`src/rtl/mem_arb_pkg.sv`:
```
// Shared types and constants for the byte-serial memory arbiter.
package mem_arb_pkg;

  localparam logic [1:0] SizeB = 2'd0;
  localparam logic [1:0] SizeH = 2'd1;
  localparam logic [1:0] SizeW = 2'd2;

  // Reads here pop the UART receive FIFO, so they must never be repeated.
  localparam logic [31:0] IoBase = 32'h0003_0000;

  typedef enum logic [1:0] {
    ArbIdle = 2'd0,
    ArbRd   = 2'd1,
    ArbWr   = 2'd2
  } arb_state_e;

  typedef struct packed {
    logic [2:0]      nbytes;
    logic [3:0][7:0] wdata;
  } acc_t;

  // Size code 3 is treated as a word.
  function automatic logic [2:0] size_bytes(input logic [1:0] size);
    case (size)
      SizeB:   return 3'd1;
      SizeH:   return 3'd2;
      default: return 3'd4;
    endcase
  endfunction

endpackage

```
`src/rtl/mem_arb_pick.sv`:
```
// One-hot grant picker. MEM_ARB_RR_EN selects round-robin starting at ptr;
// otherwise fixed priority with the lowest index winning.
module mem_arb_pick #(
  parameter int NPORT = 2
`ifdef MEM_ARB_RR_EN
  ,
  parameter int PW    = 1
`endif
) (
  input  logic [NPORT-1:0] req,
`ifdef MEM_ARB_RR_EN
  input  logic [PW-1:0]    ptr,
`endif
  output logic [NPORT-1:0] grant
);

`ifdef MEM_ARB_RR_EN
  logic [NPORT-1:0]   rot, rot_g;
  logic [2*NPORT-1:0] gnt2;

  // Rotate so ptr sits at bit 0, take the lowest set bit, rotate back.
  always_comb begin
    rot   = NPORT'({req, req} >> ptr);
    rot_g = rot & (~rot + NPORT'(1));
    gnt2  = {{NPORT{1'b0}}, rot_g} << ptr;
    grant = gnt2[NPORT-1:0] | gnt2[2*NPORT-1:NPORT];
  end
`else
  assign grant = req & (~req + NPORT'(1));
`endif

endmodule

```
`src/rtl/mem_arb.sv`:
```
// Multi-port arbiter onto a byte-serial RAM/IO bus; serialises each access
// into per-byte cycles. Define MEM_ARB_RR_EN for round-robin arbitration.
module mem_arb
  import mem_arb_pkg::*;
#(
  parameter int NPORT  = 2,
  parameter int ADDR_W = 32
) (
  input  logic                          clk,
  input  logic                          rst,
  input  logic [NPORT-1:0]              port_req,
  input  logic [NPORT-1:0]              port_we,
  input  logic [NPORT-1:0][1:0]         port_size,
  input  logic [NPORT-1:0][ADDR_W-1:0]  port_addr,
  input  logic [NPORT-1:0][31:0]        port_wdata,
  input  logic [NPORT-1:0]              port_flush,
  output logic [NPORT-1:0]              port_done,
  output logic [NPORT-1:0][31:0]        port_rdata,
  input  logic [7:0]                    mem_din,
  output logic [7:0]                    mem_dout,
  output logic [31:0]                   mem_a,
  output logic                          mem_wr
);

  localparam int PW = (NPORT > 1) ? $clog2(NPORT) : 1;

  arb_state_e        state;
  acc_t              acc;
  logic [ADDR_W-1:0] addr_q;
  logic [PW-1:0]     gq, gidx;
  logic [2:0]        cnt;   // bytes whose address has been put on the bus
  logic [2:0]        cap;   // cycles spent in RD; byte cap-1 is on mem_din
  logic [3:0][7:0]   rbuf, rd_next;
  logic [NPORT-1:0]  grant;

`ifdef MEM_ARB_RR_EN
  localparam logic [PW-1:0] LastPort = PW'(NPORT - 1);
  logic [PW-1:0] ptr;

  always_ff @(posedge clk) begin
    if (rst)
      ptr <= '0;
    else if (state == ArbIdle && |port_req)
      ptr <= (gidx == LastPort) ? '0 : gidx + PW'(1);
  end

  mem_arb_pick #(.NPORT(NPORT), .PW(PW)) u_pick (
    .req   (port_req),
    .ptr   (ptr),
    .grant (grant)
  );
`else
  mem_arb_pick #(.NPORT(NPORT)) u_pick (
    .req   (port_req),
    .grant (grant)
  );
`endif

  always_comb begin
    gidx = '0;
    for (int i = 0; i < NPORT; i++)
      if (grant[i]) gidx = PW'(i);
  end

  // The RAM answers one cycle after the address, so mem_din holds byte cap-1.
  always_comb begin
    rd_next = rbuf;
    if (cap != 3'd0) rd_next[2'(cap - 3'd1)] = mem_din;
  end

  always_ff @(posedge clk) begin
    if (rst) begin
      state      <= ArbIdle;
      acc        <= '0;
      addr_q     <= '0;
      gq         <= '0;
      cnt        <= '0;
      cap        <= '0;
      rbuf       <= '0;
      port_done  <= '0;
      port_rdata <= '0;
      mem_a      <= '0;
      mem_dout   <= '0;
      mem_wr     <= 1'b0;
    end else begin
      port_done <= '0;
      case (state)
        ArbIdle: begin
          if (|port_req) begin
            gq         <= gidx;
            addr_q     <= port_addr[gidx];
            acc.nbytes <= size_bytes(port_size[gidx]);
            acc.wdata  <= port_wdata[gidx];
            cnt        <= 3'd1;
            cap        <= 3'd0;
            rbuf       <= '0;
            mem_a      <= 32'(port_addr[gidx]);
            if (port_we[gidx]) begin
              state    <= ArbWr;
              mem_wr   <= 1'b1;
              mem_dout <= port_wdata[gidx][7:0];
            end else begin
              state    <= ArbRd;
            end
          end
        end
        ArbRd: begin
          if (port_flush[gq]) begin
            state <= ArbIdle;
            mem_a <= '0;
          end else begin
            if (cnt < acc.nbytes) begin
              mem_a <= 32'(addr_q + ADDR_W'(cnt));
              cnt   <= cnt + 3'd1;
            end else begin
              mem_a <= '0;
            end
            rbuf <= rd_next;
            cap  <= cap + 3'd1;
            if (cap == acc.nbytes) begin
              state          <= ArbIdle;
              port_done[gq]  <= 1'b1;
              port_rdata[gq] <= rd_next;
            end
          end
        end
        ArbWr: begin
          if (cnt < acc.nbytes) begin
            mem_a    <= 32'(addr_q + ADDR_W'(cnt));
            mem_dout <= acc.wdata[2'(cnt)];
            cnt      <= cnt + 3'd1;
          end else begin
            state         <= ArbIdle;
            mem_a         <= '0;
            mem_dout      <= '0;
            mem_wr        <= 1'b0;
            port_done[gq] <= 1'b1;
          end
        end
        default: state <= ArbIdle;
      endcase
    end
  end

endmodule

```
`config.mk`:
```
export PLATFORM = sky130hd
export DESIGN_NAME = mem_arb
export DESIGN_NICKNAME = d
export VERILOG_FILES = /design/src/rtl/mem_arb_pkg.sv /design/src/rtl/mem_arb_pick.sv /design/src/rtl/mem_arb.sv
export SDC_FILE = /design/constraint.sdc
export NUM_CORES = 1
export LEC_CHECK = 0
export ABC_AREA = 0
export CAP_MARGIN = 5
export CORE_MARGIN = 2
export CORE_UTILIZATION = 46
export CTS_BUF_LIST = sky130_fd_sc_hd__clkbuf_8
export DETAILED_ROUTE_END_ITERATION = 10
export PLACE_DENSITY = 0.76
export SLEW_MARGIN = 10
export SYNTH_ARGS = -nofsm -noshare
export SYNTH_HDL_FRONTEND = slang
export SYNTH_SLANG_ARGS = --single-unit
```
`constraint.sdc`:
```
create_clock -name clk -period 2.3 [get_ports clk]
set_input_delay 0.23 -clock clk [delete_from_list [all_inputs] [get_ports clk]]
set_output_delay 0.23 -clock clk [all_outputs]
set_load 0.005 [all_outputs]
```
After elaboration in Yosys (flattened, before gate mapping)

Cells that the tools add are included.

Word-level logic and storage cells: 116
Output and inout bits: 107
Bits in registers: 215

Bitwise logic cells: 3
Add/sub/neg operators: 5
Equal/unequal tests: 9
Magnitude comparators: 7
Reductions and logical operators: 17
Muxes and demuxes: 55

Operators with widths:

| cell                                                        | number |
|---|---|
| 2-to-1 mux 32 bit                                           | 11 |
| case mux 32 bit (3 select lines)                            | 1 |
| bitwise mux 64 bit                                          | 1 |
| case mux 32 bit (2 select lines)                            | 1 |
| 2-to-1 mux 8 bit                                            | 5 |
| adder 32 x 3 -> 32 bit                                      | 1 |
| bitwise mux 32 bit                                          | 1 |
| demux 32 bit (select 1 bit)                                 | 1 |
| 2-to-1 mux 2 bit                                            | 10 |
| binary-select mux 8 bit (select 2 bit)                      | 1 |
| demux 8 bit (select 2 bit)                                  | 1 |
| case mux 8 bit (2 select lines)                             | 1 |
| 2-to-1 mux 3 bit                                            | 5 |
| AND reduction 3 bit                                         | 5 |
| case mux 3 bit (2 select lines)                             | 2 |
| 2-to-1 mux 1 bit                                            | 9 |
| case mux 3 bit (3 select lines)                             | 1 |
| != test 2 bit (second input constant)                       | 4 |
| adder 3 x 1 -> 3 bit (second input constant)                | 2 |
| less-than comparator 2 x 3 -> 1 bit (second input constant) | 2 |
| case mux 2 bit (3 select lines)                             | 1 |
| nonzero test 3 bit                                          | 2 |
| equality test 2 x 1 -> 1 bit (second input constant)        | 2 |
| zero test 2 bit                                             | 2 |
| other kinds (20)                                            | 24 |

Longest topological paths before layout

Gate-level depths: netlist of the first run.

Depth after elaboration: 9
Mapped depth: 9

By module

Synthesis of the first run repeated with hierarchy kept, for this count alone.

Cell total of the unflattened synthesis: 1130
Area total of the unflattened synthesis: 10098.4 µm²

Modules (own cells, without submodules):

| module       | area each (µm²) | cells an instance | times used |
|---|---|---|---|
| mem_arb      | 10077.2         | 1128              | 1 |
| mem_arb_pick | 21.3            | 2                 | 1 |

Least setup slack after synthesis of the first run

No wires, ideal clock.

Path kind: register to register
Start point: reg cnt[1]
End point: reg mem_a[30]
Data arrival time: 2368 ps
Path buffers: 1
Slack: -128 ps
Setup time: 60 ps
Stages on the path, launching flop included: 9
Clock period less this slack: 2428 ps
Cells stage by stage: dfxtp_1 buf_2 inv_1 fa_1 nor2b_1 o2111ai_2 or4_1 a21oi_1 o221a_1

Word-level cells in the longest chain between the ends: 4
Elaborated cells on any way between the ends: 5
Those cells by class: 1 x add/sub; 1 x order compare; 3 x mux

RTL lines:

| item                                                                        | line                           | RTL |
|---|---|---|
| start, declared                                                             | mem_arb.sv:31                  | `logic [2:0] cnt;` |
| start signal, assigned                                                      | mem_arb.sv:114                 | `cnt <= cnt + 3'd1;` |
| start signal, assigned                                                      | mem_arb.sv:131                 | `cnt <= cnt + 3'd1;` |
| adder 32 x 3 -> 32 bit / less-than comparator 3 bit (equally long branches) | n/a                            |  |
| 2-to-1 mux 32 bit (*)                                                       | mem_arb.sv:112, mem_arb.sv:128 |  |
| 2-to-1 mux 32 bit                                                           | mem_arb.sv:108                 | `if (port_flush[gq]) begin` |
| case mux 32 bit (3 select lines) (*)                                        | mem_arb.sv:87                  | `case (state)` |
| end signal, assigned                                                        | mem_arb.sv:97                  | `mem_a <= 32'(port_addr[gidx]);` |
| end signal, assigned                                                        | mem_arb.sv:113                 | `mem_a <= 32'(addr_q + ADDR_W'(cnt));` |
| end signal, assigned                                                        | mem_arb.sv:129                 | `mem_a <= 32'(addr_q + ADDR_W'(cnt));` |
| end, declared                                                               | mem_arb.sv:21                  | `output logic [31:0] mem_a,` |

Every way passes the cells marked *; elsewhere a longest branch is shown, timed or not.
A chain may end at the register's enable or synchronous reset.

Worst setup path in the final report of the first run

Start point: reg addr_q[0]
End point: reg mem_a[30]

Word-level cells in the longest chain between the ends: 4

RTL lines:

| item                                 | line                           | RTL |
|---|---|---|
| start, declared                      | mem_arb.sv:29                  | `logic [ADDR_W-1:0] addr_q;` |
| start signal, assigned               | mem_arb.sv:91                  | `addr_q <= port_addr[gidx];` |
| adder 32 x 3 -> 32 bit (*)           | mem_arb.sv:113, mem_arb.sv:129 |  |
| 2-to-1 mux 32 bit (*)                | mem_arb.sv:112, mem_arb.sv:128 |  |
| 2-to-1 mux 32 bit                    | mem_arb.sv:108                 |  |
| case mux 32 bit (3 select lines) (*) | mem_arb.sv:87                  |  |

Marked as above.

==> flow_summary.yaml, run 1 <==
setup_path:
  critPathMaxFanout: 3
  reg2reg_to: "mem_a[30]"
  path_class: "reg2reg"
  startpoint_type: "register"
  reg2regPathDepth: 8
  worst-endpoint-required_ns: 2.77
  cp_data_arrival_time_ns: 2.68
  end_kind: "register"
  critPathCapture: "mem_a[30]"
  startpoint: "addr_q[0]"
  r2r_start: "addr_q[0]"
  rrSetupSlack_ns: 0.09
sta:
  slew_headroom: 0.407
  final_max_slew_viol_count: 0
  setup_viol: 0
  skew_ns: 0.00981
  hold_viol: 0
  fin_crit_ns: 2.21
  fmax_mhz: 452
  post-route-period-util: 0.963
  setup_tns_ns: 0
  tightest_slew_ns: 0.889
synthesis:
  synth-compound-area-share: 0.211
  syn-cell-area_sq_um: 10100
  synth-simple-area-share: 0.156
  synth_cell_types: 61
  syn_area_per_cell_sq_um: 8.96
  synth_seq_area_share: 0.426
  yosys-top-cells-area: "dfxtp_1, a211oi_1, mux2i_1"
  async_flop_share: 0
  synth.top_cell.area_share: 0.426
  synth_top_cell_by_area: "dfxtp_1"
  synthAdderAreaFrac: 0.0206
  syn_nets: 1291
  muxShareOfSynthArea: 0.122
  synthTopCellsByCount: "nor2_1, dfxtp_1, a211oi_1"
  synth_top_family_by_area: "compound AO/OA/AOI/OAI gates"
  synth_ff_type: "dfxtp_1"
  postSynthCellCount: 1127
  synth_xor_area_frac: 0.0156
  ys_warn_count: 0
  synth_edf_count: 0
  ys_ff_latch: 215
  synthMostInstantiatedCell: "nor2_1"
finish:
  num_antenna_cells: 0
  multi_input_area_sq_um: 5390
  drive_gt1_frac: 0.0993
  nFillCells: 1824
  stdcell_count: 1670
  syn2layout_area_growth_pct: 36.8
  seqCellArea_sq_um: 4300
  final_nets: 1532
clock_tree:
  cts_tree: "built"
  clock_sinks: 215
  root_buffer: "clkbuf_8"
  cts_buffers: 37
  postCtsSetupBuffers: 0
  cts_buffer_depth: 3
  clkSlewWorstSetupHoldPaths_ns: 0.06
  clk_latency_ns: 0.53
  cts_htree_levels: 2
power:
  clockPowerShare: 0.324
  power.internal_mw: 7.22
  p_per_area_nw_per_um2: 749
  pwr-share-comb: 0.252
  pwr-share-seq: 0.424
  power.switching_mw: 3.13
  worst_ir_drop_vdd_mv: 0.357
  netSwitchingFraction: 0.302
  leakage_nw: 5.17
floorplan:
  core_area_sq_um: 21700
  placementRows: 54
  die_area_sq_um: 23200
  die_width_um: 152
  die_h_um: 152
  ioPinCount: 255
  start_util: 0.466
placement:
  hpwl_mm: 20.4
  port_buffers: 254
  gp_congestion: 0.797
  dpl.cell_count: 1608
grt:
  grt_usage: 0.245
  grt_antenna_before_repair: 0
  grt_max_degree: 204
  grt_pass1_wl_mm: 47.0
  gr-total-overflow: 0
  grt_pass1_vias: 9122
detailed_routing:
  drc: 0
  firstDrtPassIters: 5
  wl_per_cell_um: 17.5
  routed_wirelength_mm: 29.2
  vias: 9461
  routed_via_density: 5.67
  drtAntennaViolNets: 0
  drtIter0Drc: 567
hold_path:
  hp-class: "in2reg"
flow_run:
  drv_cap: 0
run_status:
  status: "complete, no violations"
[power by group through the flow]
stage	Combinational (mW)	Clock, mW	Sequential (mW)
6_report	2.61	3.35	4.39
5_1_grt	2.84	3.59	4.44
4_1_cts	2.59	3.41	4.39
3_5_place_dp	2.56	0	4.46
3_3_place_gp	2.50	0	4.46
2_1_floorplan	1.44	0	4.41
[what timing repair did]
action / in CTS / in global routing
hold endpoints to repair: 0 / 0
hold buffers: 0 / 0
gates resized for setup: 0 / 12
gates cloned: 1 / 0
pin swaps: 1 / 1
setup endpoints to repair: 5 / 66
[state kept, by name (all words and copies together) (netlist names)]
signal and flops:
gq 1, port_rdata 64, addr_q 32, rbuf 32
cnt 3, mem_wr 1, mem_dout 8, cap 3
state 2, acc 35, mem_a 32, port_done 2
[worst min-delay path by stage]
stage	end	from	depth (start not counted)	slack, ns
floorplan	mem_dout[0]	mem_dout[0]	2	0.45
global placement	mem_dout[7]	mem_dout[7]	2	0.44
detailed placement	mem_dout[7]	mem_dout[7]	2	0.47
CTS	mem_a[1]	rst	4	0.15
global route	mem_a[18]	rst	5	0.17
finish	mem_a[1]	rst	4	0.17
[cell type report]
cell class | count | area share
Clock buffer | 47 | 0.0468
Multi-Input combinational cell | 797 | 0.390
Inverter | 19 | 0.00516
Tap cell | 280 | 0.0254
Clock inverter | 14 | 0.00489
Timing Repair Buffer | 298 | 0.216
Sequential cell | 215 | 0.311
[worst max-delay path: stages (launching register included)]
cell	delay (ns)
dfxtp_1	0.33
ha_1	0.19
inv_1	0.07
fa_2	0.38
nor2b_4	0.18
o2111ai_2	0.18
or4_1	0.44
a21oi_1	0.19
o221a_1	0.21
[per-layer routing]
metal | share of wire | up-vias | track usage
met5 | 0 | - | 0
met4 | 0.022 | 0 | 0.0743
met3 | 0.084 | 57 | 0.0694
met2 | 0.47 | 364 | 0.406
met1 | 0.42 | 4411 | 0.312
li1 | - | 4629 | -
[stage by stage]
stage	setup slack, ns	utilization	power, mW	hold WS, ns	cell area (sq um)
floorplan	0.0314	-	5.85	0.453	10100
global placement	-0.0436	0.602	6.96	0.444	13100
detailed placement	-0.149	0.602	7.02	0.468	13100
CTS	0.0321	0.635	10.4	0.146	13800
global route	-0.00494	0.637	10.9	0.170	13800
finish	0.0853	0.637	10.3	0.167	13800
[cell families (layout without fill, tap and decap cells)]
| logic type | Yosys count | count (layout) |
|---|---|---|
| buffers and inverters | 116 | 378 |
| adders and majority gates | 16 | 16 |
| DFF | 215 | 215 |
| AOI/OAI and AO/OA | 294 | 294 |
| and+or+nand+nor | 357 | 358 |
| muxes | 111 | 111 |
| xor gates and xnor gates | 18 | 18 |
[cell usage in the layout, fill, tap and decap left out, types with 10 or more instances in the layout]
cell / count
a211oi_1: 134
a21oi_1: 26
a22oi_1: 35
buf_4: 34
clkbuf_8: 47
clkdlybuf4s50_1: 253
dfxtp_1: 215
ha_1: 14
inv_1: 29
mux2i_1: 93
nand2_1: 23
nand3_1: 12
nor2_1: 231
nor3_1: 27
nor4_1: 12
o21ai_0: 22
o21ai_1: 10
xnor2_1: 16
Power figures use the tool's default switching activity.
==> run 2, diff against run 1 <==
--- a/config.mk
+++ b/config.mk
@@ -12,7 +12,6 @@
 export CTS_BUF_LIST = sky130_fd_sc_hd__clkbuf_8
 export DETAILED_ROUTE_END_ITERATION = 10
 export PLACE_DENSITY = 0.76
-export SLEW_MARGIN = 10
 export SYNTH_ARGS = -nofsm -noshare
 export SYNTH_HDL_FRONTEND = slang
 export SYNTH_SLANG_ARGS = --single-unit
==> results of run 2 <==
The final DEF is identical to that of run 1; final timing and power are the same.
==> run 3, diff against run 2 <==
--- a/config.mk
+++ b/config.mk
@@ -5,9 +5,8 @@
 export SDC_FILE = /design/constraint.sdc
 export NUM_CORES = 1
 export LEC_CHECK = 0
-export ABC_AREA = 0
 export CAP_MARGIN = 5
-export CORE_MARGIN = 2
+export CORE_MARGIN = 5
 export CORE_UTILIZATION = 46
 export CTS_BUF_LIST = sky130_fd_sc_hd__clkbuf_8
 export DETAILED_ROUTE_END_ITERATION = 10
==> flow_summary.yaml, run 3 (synthesis results as in run 1) <==
setup_path:
  path_class: "reg2reg"
  r2r_start: "cnt[2]"
  reg2reg_to: "mem_a[13]"
  startpoint_type: "register"
  worst-endpoint-required_ns: 2.71
  critPathMaxFanout: 5
  rrSetupSlack_ns: 0.15
  end_kind: "register"
  reg2regPathDepth: 6
  cp_data_arrival_time_ns: 2.57
grt:
  gr-total-overflow: 0
  grt_pass1_wl_mm: 46.6
  grt_antenna_before_repair: 0
  grt_pass1_vias: 8993
  grt_usage: 0.228
  grt_max_degree: 89
sta:
  skew_ns: 0.0251
  fmax_mhz: 464
  fin_crit_ns: 2.15
  setup_viol: 0
  setup_tns_ns: 0
  hold_viol: 0
  slew_headroom: 0.487
  tightest_slew_ns: 0.765
  post-route-period-util: 0.936
  whs_ns: 0.0761
  final_max_slew_viol_count: 0
  rsz0062_at_grt: "false"
finish:
  stdcell_count: 1674
  layout_common_cells: "clkdlybuf4s50_1, nor2_1, dfxtp_1, a211oi_1, mux2i_1"
  final_nets: 1535
  layout_commonest_cell: "clkdlybuf4s50_1"
  syn2layout_area_growth_pct: 37.2
  largest_register_ffs: 64
  drive_gt1_frac: 0.0990
  nFillCells: 1840
  num_antenna_cells: 0
  reg.largest.list: "port_rdata: 64 flops, acc: 35 flops"
  largest_register: "port_rdata"
clock_tree:
  postCtsSetupBuffers: 0
  cts_tree: "built"
  clkSlewWorstSetupHoldPaths_ns: 0.06
  clk_latency_ns: 0.52
  cts_htree_levels: 2
  cts_buffer_depth: 3
  clock_sinks: 215
  cts_buffers: 36
  cts_hold_buf: 0
  root_buffer: "clkbuf_8"
  cts_resized: 0
detailed_routing:
  wl_per_cell_um: 17.6
  drtAntennaViolNets: 0
  drtIter0Drc: 525
  routed_wirelength_mm: 29.5
  vias: 9473
  firstDrtPassIters: 5
  drc: 0
  routed_via_density: 5.66
hold_path:
  min_delay_path_depth: 2
  min_to: "rbuf[18]"
  hp-class: "in2reg"
  hp-start: "rst"
floorplan:
  ioPinCount: 255
  die_width_um: 158
  core_area_sq_um: 21800
  start_util: 0.464
  placementRows: 54
  die_area_sq_um: 25000
  die_h_um: 158
placement:
  port_buffers: 254
  dpl.cell_count: 1613
  hpwl_mm: 21.2
  gp_congestion: 0.865
run_status:
  status: "complete, no violations"
power:
  p_per_area_nw_per_um2: 754
  leakage_nw: 5.20
  worst_ir_drop_vdd_mv: 0.441
  total_power_mw: 10.4
flow_run:
  drv_cap: 0
## run 3: final cells by class
type | count | area (sq um) | area share
multi-input cells | 796 | 5370 | 0.388
clock buffers | 44 | 606 | 0.0437
well taps | 280 | 350 | 0.0253
repair buffers | 303 | 3020 | 0.218
flip-flops and latches | 215 | 4300 | 0.311
clock inverters | 17 | 128 | 0.00921
inverters | 19 | 71.3 | 0.00515
## run 3: worst max-delay path by stage
stage / start / to / slack [ns] / cells after the start
after floorplan: cnt[1] / mem_a[30] / 0.03 / 8
after global placement: port_req[0] / mem_dout[6] / 0.06 / 6
after detailed placement: port_req[0] / mem_dout[2] / -0.02 / 6
after CTS: addr_q[0] / mem_a[28] / 0.08 / 9
after global routing: state[1] / rbuf[28] / 0.04 / 8
final: cnt[2] / mem_a[13] / 0.15 / 6
## run 3: through the flow
| stage | util | area, sq um | worst slack (ns) |
|---|---|---|---|
| after floorplan | - | 10100 | 0.0314 |
| final | 0.637 | 13900 | 0.147 |
| after detailed placement | 0.602 | 13100 | -0.0249 |
| after global placement | 0.602 | 13100 | 0.0617 |
| after global routing | 0.637 | 13900 | 0.0448 |
| after CTS | 0.636 | 13800 | 0.0812 |
## run 3: critical path, cell delays in order (launching register included)
cell and delay, ns:
dfxtp_1 0.43, ha_1 0.28, a21oi_1 0.17, o21a_1 0.24, nand3_4 0.12, or4_1 0.52, a311oi_1 0.28
## run 3: power by group
group | internal, mW | switching, mW | leakage (nW) | total (mW)
combinational | 1.29 | 1.31 | 3.03 | 2.59
clock | 1.95 | 1.50 | 0.410 | 3.45
sequential | 4.11 | 0.288 | 1.76 | 4.40
total | 7.35 | 3.10 | 5.20 | 10.4
## run 3: layer usage
layer,vias up,global-route usage,part of all wire
met5,-,0,0
met4,0,0.0646,0.023
met3,51,0.0577,0.087
met2,362,0.379,0.47
met1,4432,0.295,0.42
li1,4628,-,-
